### src/rtl/fetch_pkg.sv
// fetch_pkg: shared fetch-stage constants (default NOP encoding, PC step) and the fetch state encoding
package fetch_pkg;
  localparam logic [31:0] NOP_DEFAULT = 32'hD503201F;
  localparam logic [63:0] PC_INC = 64'd4;
  typedef enum logic [1:0] {S_BOOT, S_FETCH, S_HOLD, S_DROP} state_t;
endpackage

### src/rtl/dff_multi.sv
// DFF_multi: WIDTH-bit register with write enable (wr_en), async active-high reset to RST_VAL; ports clk, reset, wr_en, d, q
module DFF_multi #(
  parameter int WIDTH = 64,
  parameter logic [WIDTH-1:0] RST_VAL = '0
) (
  input  logic             clk,
  input  logic             reset,
  input  logic             wr_en,
  input  logic [WIDTH-1:0] d,
  output logic [WIDTH-1:0] q
);
  always_ff @(posedge clk or posedge reset)
    if (reset) q <= RST_VAL;
    else if (wr_en) q <= d;
endmodule

### src/rtl/instruction_fetch_unit.sv
// instruction_fetch_unit: IF stage owning pc, driving imem_req/imem_addr until imem_rvalid, holding on stall, dropping stale fetches on redirect and presenting IF_PC/IF_Instruction/IF_Valid (NOP when invalid); `define IF_PERF_CNT_EN adds perf_fetched/perf_bubbles saturating counters
module instruction_fetch_unit
  import fetch_pkg::*;
#(
  parameter logic [63:0] RESET_PC  = 64'h0,
  parameter logic [31:0] NOP_INSTR = NOP_DEFAULT
) (
  input  logic        clk,
  input  logic        reset,
  input  logic        stall,
  input  logic        redirect,
  input  logic [63:0] redirect_pc,
  output logic        imem_req,
  output logic [63:0] imem_addr,
  input  logic        imem_rvalid,
  input  logic [31:0] imem_rdata,
  output logic [63:0] IF_PC,
  output logic [31:0] IF_Instruction,
  output logic        IF_Valid
`ifdef IF_PERF_CNT_EN
  ,
  output logic [31:0] perf_fetched,
  output logic [31:0] perf_bubbles
`endif
);
  state_t state, state_nxt;
  logic [63:0] pc, pc_nxt, req_addr, buf_pc;
  logic [31:0] buf_instr;
  logic pc_we, buf_we;
  always_ff @(posedge clk or posedge reset)
    if (reset) state <= S_BOOT;
    else state <= state_nxt;
  always_comb begin
    state_nxt = state;
    pc_we = 1'b0;
    pc_nxt = pc + PC_INC;
    buf_we = 1'b0;
    imem_req = 1'b0;
    imem_addr = req_addr;
    IF_Valid = 1'b0;
    IF_Instruction = NOP_INSTR;
    IF_PC = pc;
    case (state)
      S_BOOT: state_nxt = S_FETCH;
      S_FETCH: begin
        imem_req = 1'b1;
        imem_addr = pc;
        IF_Valid = imem_rvalid;
        IF_Instruction = imem_rvalid ? imem_rdata : NOP_INSTR;
        pc_we = imem_rvalid && !stall;
        buf_we = imem_rvalid && stall;
        state_nxt = imem_rvalid && stall ? S_HOLD : S_FETCH;
      end
      S_HOLD: begin
        IF_Valid = 1'b1;
        IF_Instruction = buf_instr;
        IF_PC = buf_pc;
        pc_we = !stall;
        state_nxt = stall ? S_HOLD : S_FETCH;
      end
      S_DROP: begin
        imem_req = 1'b1;
        state_nxt = imem_rvalid ? S_FETCH : S_DROP;
      end
      default: state_nxt = S_BOOT;
    endcase
    if (redirect) begin
      IF_Valid = 1'b0;
      IF_Instruction = NOP_INSTR;
      pc_we = 1'b1;
      pc_nxt = redirect_pc;
      buf_we = 1'b1;
      state_nxt = (state == S_FETCH || state == S_DROP) && !imem_rvalid ? S_DROP : S_FETCH;
    end
  end
  DFF_multi #(.WIDTH(64), .RST_VAL(RESET_PC)) u_pc (
    .clk(clk), .reset(reset), .wr_en(pc_we), .d(pc_nxt), .q(pc)
  );
  DFF_multi #(.WIDTH(64), .RST_VAL(RESET_PC)) u_req_addr (
    .clk(clk), .reset(reset), .wr_en(state == S_FETCH), .d(pc), .q(req_addr)
  );
  DFF_multi #(.WIDTH(96), .RST_VAL({NOP_INSTR, RESET_PC})) u_buf (
    .clk(clk), .reset(reset), .wr_en(buf_we),
    .d(redirect ? {NOP_INSTR, RESET_PC} : {imem_rdata, pc}),
    .q({buf_instr, buf_pc})
  );
`ifdef IF_PERF_CNT_EN
  always_ff @(posedge clk or posedge reset)
    if (reset) begin
      perf_fetched <= '0;
      perf_bubbles <= '0;
    end else begin
      if (IF_Valid && !stall && !redirect && !(&perf_fetched)) perf_fetched <= perf_fetched + 32'd1;
      if (!IF_Valid && state != S_BOOT && !(&perf_bubbles)) perf_bubbles <= perf_bubbles + 32'd1;
    end
`endif
endmodule

### config.mk
export PLATFORM = sky130hd
export DESIGN_NAME = instruction_fetch_unit
export DESIGN_NICKNAME = d
export VERILOG_FILES = /design/src/rtl/fetch_pkg.sv /design/src/rtl/dff_multi.sv /design/src/rtl/instruction_fetch_unit.sv
export SDC_FILE = /design/constraint.sdc
export NUM_CORES = 1
export LEC_CHECK = 0
export ABC_AREA = 0
export CORE_UTILIZATION = 40
export DETAILED_ROUTE_END_ITERATION = 6
export PLACE_DENSITY = 0.77
export SYNTH_ARGS = -nofsm -noshare
export SYNTH_HDL_FRONTEND = slang
export SYNTH_SLANG_ARGS = --single-unit
### constraint.sdc
create_clock -name clk -period 7.54 [get_ports clk]
set_input_delay 1.508 -clock clk [delete_from_list [all_inputs] [get_ports clk]]
set_output_delay 1.508 -clock clk [all_outputs]
set_load 0.01 [all_outputs]
==> impl_metrics.env <==
export IMPL_end_kind="output port"
export IMPL_clk_latency_ns=0.53
export IMPL_drive_gt1_share_pct=15.34
export IMPL_crit_required_ns=6.03
export IMPL_cp_start_kind="input port"
export IMPL_cts_max_level=1
export IMPL_setup_ws_ns=1.830
export IMPL_preCtsSetupSlack_ns=1.849
export IMPL_max_clock_freq_mhz=175.1
export IMPL_area_growth_synth_to_final_pct=31.02
export IMPL_slew_viol_final=0
export IMPL_path_buf_inv=2
export IMPL_rsz0062_at_grt="false"
export IMPL_synth_area_um2=11860
export IMPL_async_reset_ff_share_pct=100.0
export IMPL_status="completed"
export IMPL_postCtsSetupBuffers=0
export IMPL_yosysWarnings=0
export IMPL_synth_cells=1247
export IMPL_muxShareOfSynthArea_pct=12.14
export IMPL_clkSlewWorstSetupHoldPaths_ns=0.06
export IMPL_synth_edf_count=0
export IMPL_syn_avg_cell_area_um2=9.507
export IMPL_detail_route_antenna_nets=0
export IMPL_synth_xor_area_share_pct=2.290
export IMPL_synth_compound_area_share_pct=11.61
export IMPL_numCtsBuffers=26
export IMPL_cp_top_family="buffers and inverters"
export IMPL_critPathMostFrequentCell="clkdlybuf4s50_1"
export IMPL_finClkSkew_ns=0.01662
export IMPL_slowest_delay_ns=1.01
export IMPL_grt_start_max_net_pins=97
export IMPL_root_buffer="clkbuf_16"
export IMPL_fin_nets=1540
export IMPL_drt_wl_total_um=35650
export IMPL_viasPerCell=5.633
export IMPL_fp_dieW_um=174.2
export IMPL_coreArea_um2=28940
export IMPL_routed_via_count=10359
export IMPL_ir_worst_vdd_mv=0.2435
export IMPL_r2r_slack_ns=3.51
export IMPL_hold_viol_final=0
export IMPL_ios=263
export IMPL_synthAdderAreaFrac_pct=0.5277
export IMPL_drc=0
export IMPL_max_cap_viol_count=0
export IMPL_cp_arrival_ns=4.20
export IMPL_relSlewSlack_pct=22.67
export IMPL_num_rows=62
export IMPL_cts_tree="yes"
export IMPL_grt_pass1_wl_um=56060
export IMPL_wl_per_cell_um=19.38
export IMPL_synth_net_count=1353
export IMPL_hold_path_class="reg2reg"
export IMPL_numPortBuffers=262
export IMPL_dp_hpwl_um=23790
export IMPL_cts_sinks=226
export IMPL_power_density_nw_per_um2=292.9
export IMPL_cellLeakagePower_uw=0.006102
export IMPL_tightest_slew_ns=1.160
export IMPL_fin_setup_tns_ns=0
export IMPL_synth_flop_cell="dfrtp_1"
export IMPL_cts_resized=0
export IMPL_synth_top_family_by_area="simple AND/OR/NAND/NOR gates"
export IMPL_place_gp_congestion=0.8557
export IMPL_synth_cell_types=65
export IMPL_die_h_um=174.2
export IMPL_initial_utilization_pct=40.97
export IMPL_grt_pass1_vias=10079
export IMPL_setup_viol=0
export IMPL_layout_min_cycle_time_ns=5.710
export IMPL_worstSetupPathType="in2out"
export IMPL_clockBufferDepth=3
export IMPL_fin_crit_sh_pct=75.73
export IMPL_ys_seq_elements=226
export IMPL_grt_util_all_layers_pct=22.90
export IMPL_antenna_found_initial=1
export IMPL_crit_slowest_cell="clkdlybuf4s50_1"
export IMPL_drt_iter0_drc=774
export IMPL_gr_total_overflow=0
export IMPL_design_die_area_um2=30330
export IMPL_worstPathMaxFanout=20
export IMPL_holdBufCountCts=0
export IMPL_first_pass_iters=5
export IMPL_crit_chain="clkdlybuf4s50_1, and2_1, a22oi_1, nor2_1, clkdlybuf4s50_1"
export IMPL_synth_simple_gate_area_share_pct=21.04
export IMPL_synth_seq_area_share_pct=47.84
[power breakdown]
group          total, µW  internal [µW]  switching, µW
clock               1380            854            521
combinational       1560            822            739
sequential          1610           1460            153
total               4550           3140           1410
[sequential cells by signal, indices dropped and copies added (netlist names)]
name and cells:
u_req_addr.q 64, u_pc.q 64, u_buf.q 96, state 2
[placed cells by master (no fill, tap or decap), drive strengths merged, types with 13 or more instances in the layout]
master | Yosys | layout
nor4 | 19 | 19
a221o | 18 | 18
nand2b | 16 | 16
dfrtp | 213 | 213
and3 | 13 | 13
nand2 | 281 | 281
clkdlybuf4s50 | 0 | 261
a22oi | 25 | 25
clkbuf | 75 | 32
xnor2 | 19 | 19
inv | 15 | 14
nor2 | 41 | 41
a21oi | 89 | 89
nand3 | 50 | 50
o21ai | 41 | 41
mux2 | 126 | 126
nand4 | 35 | 35
dfstp | 13 | 13
nor3 | 16 | 16
[cell type report]
| type | instances | area (µm²) |
|---|---|---|
| Fill cell | 2525 | 13400 |
| Multi-Input combinational cell | 894 | 5682 |
| Sequential cell | 226 | 5672 |
| Timing Repair Buffer | 271 | 2691 |
| Clock buffer | 32 | 724.4 |
| Tap cell | 384 | 480.5 |
| Clock inverter | 16 | 220.2 |
| Inverter | 15 | 60.06 |
| Antenna cell | 1 | 2.502 |
[worst min-delay path: stages (launching register included)]
cell and delay (ns):
dfstp_2 0.37, nand2_1 0.05, nand3_1 0.07
[synth_stat cells (13+ instances only)]
| library cell | n | share of area, % |
|---|---|---|
| nand2_1 | 281 | 8.9 |
| dfrtp_1 | 213 | 45 |
| mux2_2 | 126 | 12 |
| a21oi_1 | 88 | 3.7 |
| clkbuf_1 | 71 | 2.2 |
| nand3_1 | 49 | 2.1 |
| nor2_1 | 41 | 1.3 |
| o21ai_0 | 40 | 1.7 |
| nand4_1 | 33 | 1.7 |
| a22oi_1 | 25 | 1.6 |
| buf_2 | 20 | 0.84 |
| xnor2_1 | 19 | 1.4 |
| a221o_1 | 18 | 1.5 |
| inv_1 | 15 | 0.47 |
| nor3_1 | 15 | 0.63 |
| nand2b_1 | 14 | 0.74 |
| dfstp_2 | 13 | 2.9 |
| nor4_1 | 13 | 0.69 |
[stage by stage]
step / hold WS [ns] / util (%) / power [µW] / cell area (µm²) / cells
floorplan: 0.4640 / - / 2437 / 11860 / 1247
global placement: 0.4723 / 50.41 / 3154 / 14590 / 1790
detailed placement: 0.4833 / 50.41 / 3196 / 14590 / 1790
CTS: 0.4921 / 53.67 / 4584 / 15530 / 1838
global route: 0.5054 / 53.67 / 4752 / 15530 / 1838
finish: 0.4922 / 53.68 / 4550 / 15530 / 1839
[routing by layer]
layer  vias to the layer above  GRT usage (%)  share of wire [%]
li1                       4761              -                  -
met1                      5090          31.31                 44
met2                       419          35.97                 46
met3                        89          4.003                7.0
met4                         0          9.284                3.7
met5                         -              0                  0
[cell families after synthesis]
logic type	after synthesis
AND/OR/NAND/NOR	515
flip-flops	226
AO/OA/AOI/OAI	215
multiplexers	128
buffers and inverters	127
XOR/XNOR	31
adder cells (fa/ha/maj)	5
[final timing paths]
check / startpoint / endpoint / cells past startpoint
worst max-delay path: imem_rvalid / IF_Instruction[11] / 5
worst min-delay path: u_buf.q[90]$_DFFE_PP1P_ / u_buf.q[90]$_DFFE_PP1P_ / 2
worst max register to register: state[0]$_DFF_PP0_ / u_pc.q[55]$_DFFE_PP0P_ / 8
worst min register to register: u_buf.q[90]$_DFFE_PP1P_ / u_buf.q[90]$_DFFE_PP1P_ / 2
max in group asynchronous: reset / u_req_addr.q[49]$_DFF_PP0_ / 3
min in group asynchronous: reset / u_req_addr.q[0]$_DFF_PP0_ / 2
Note: power is estimated with default switching activity, not from simulation.
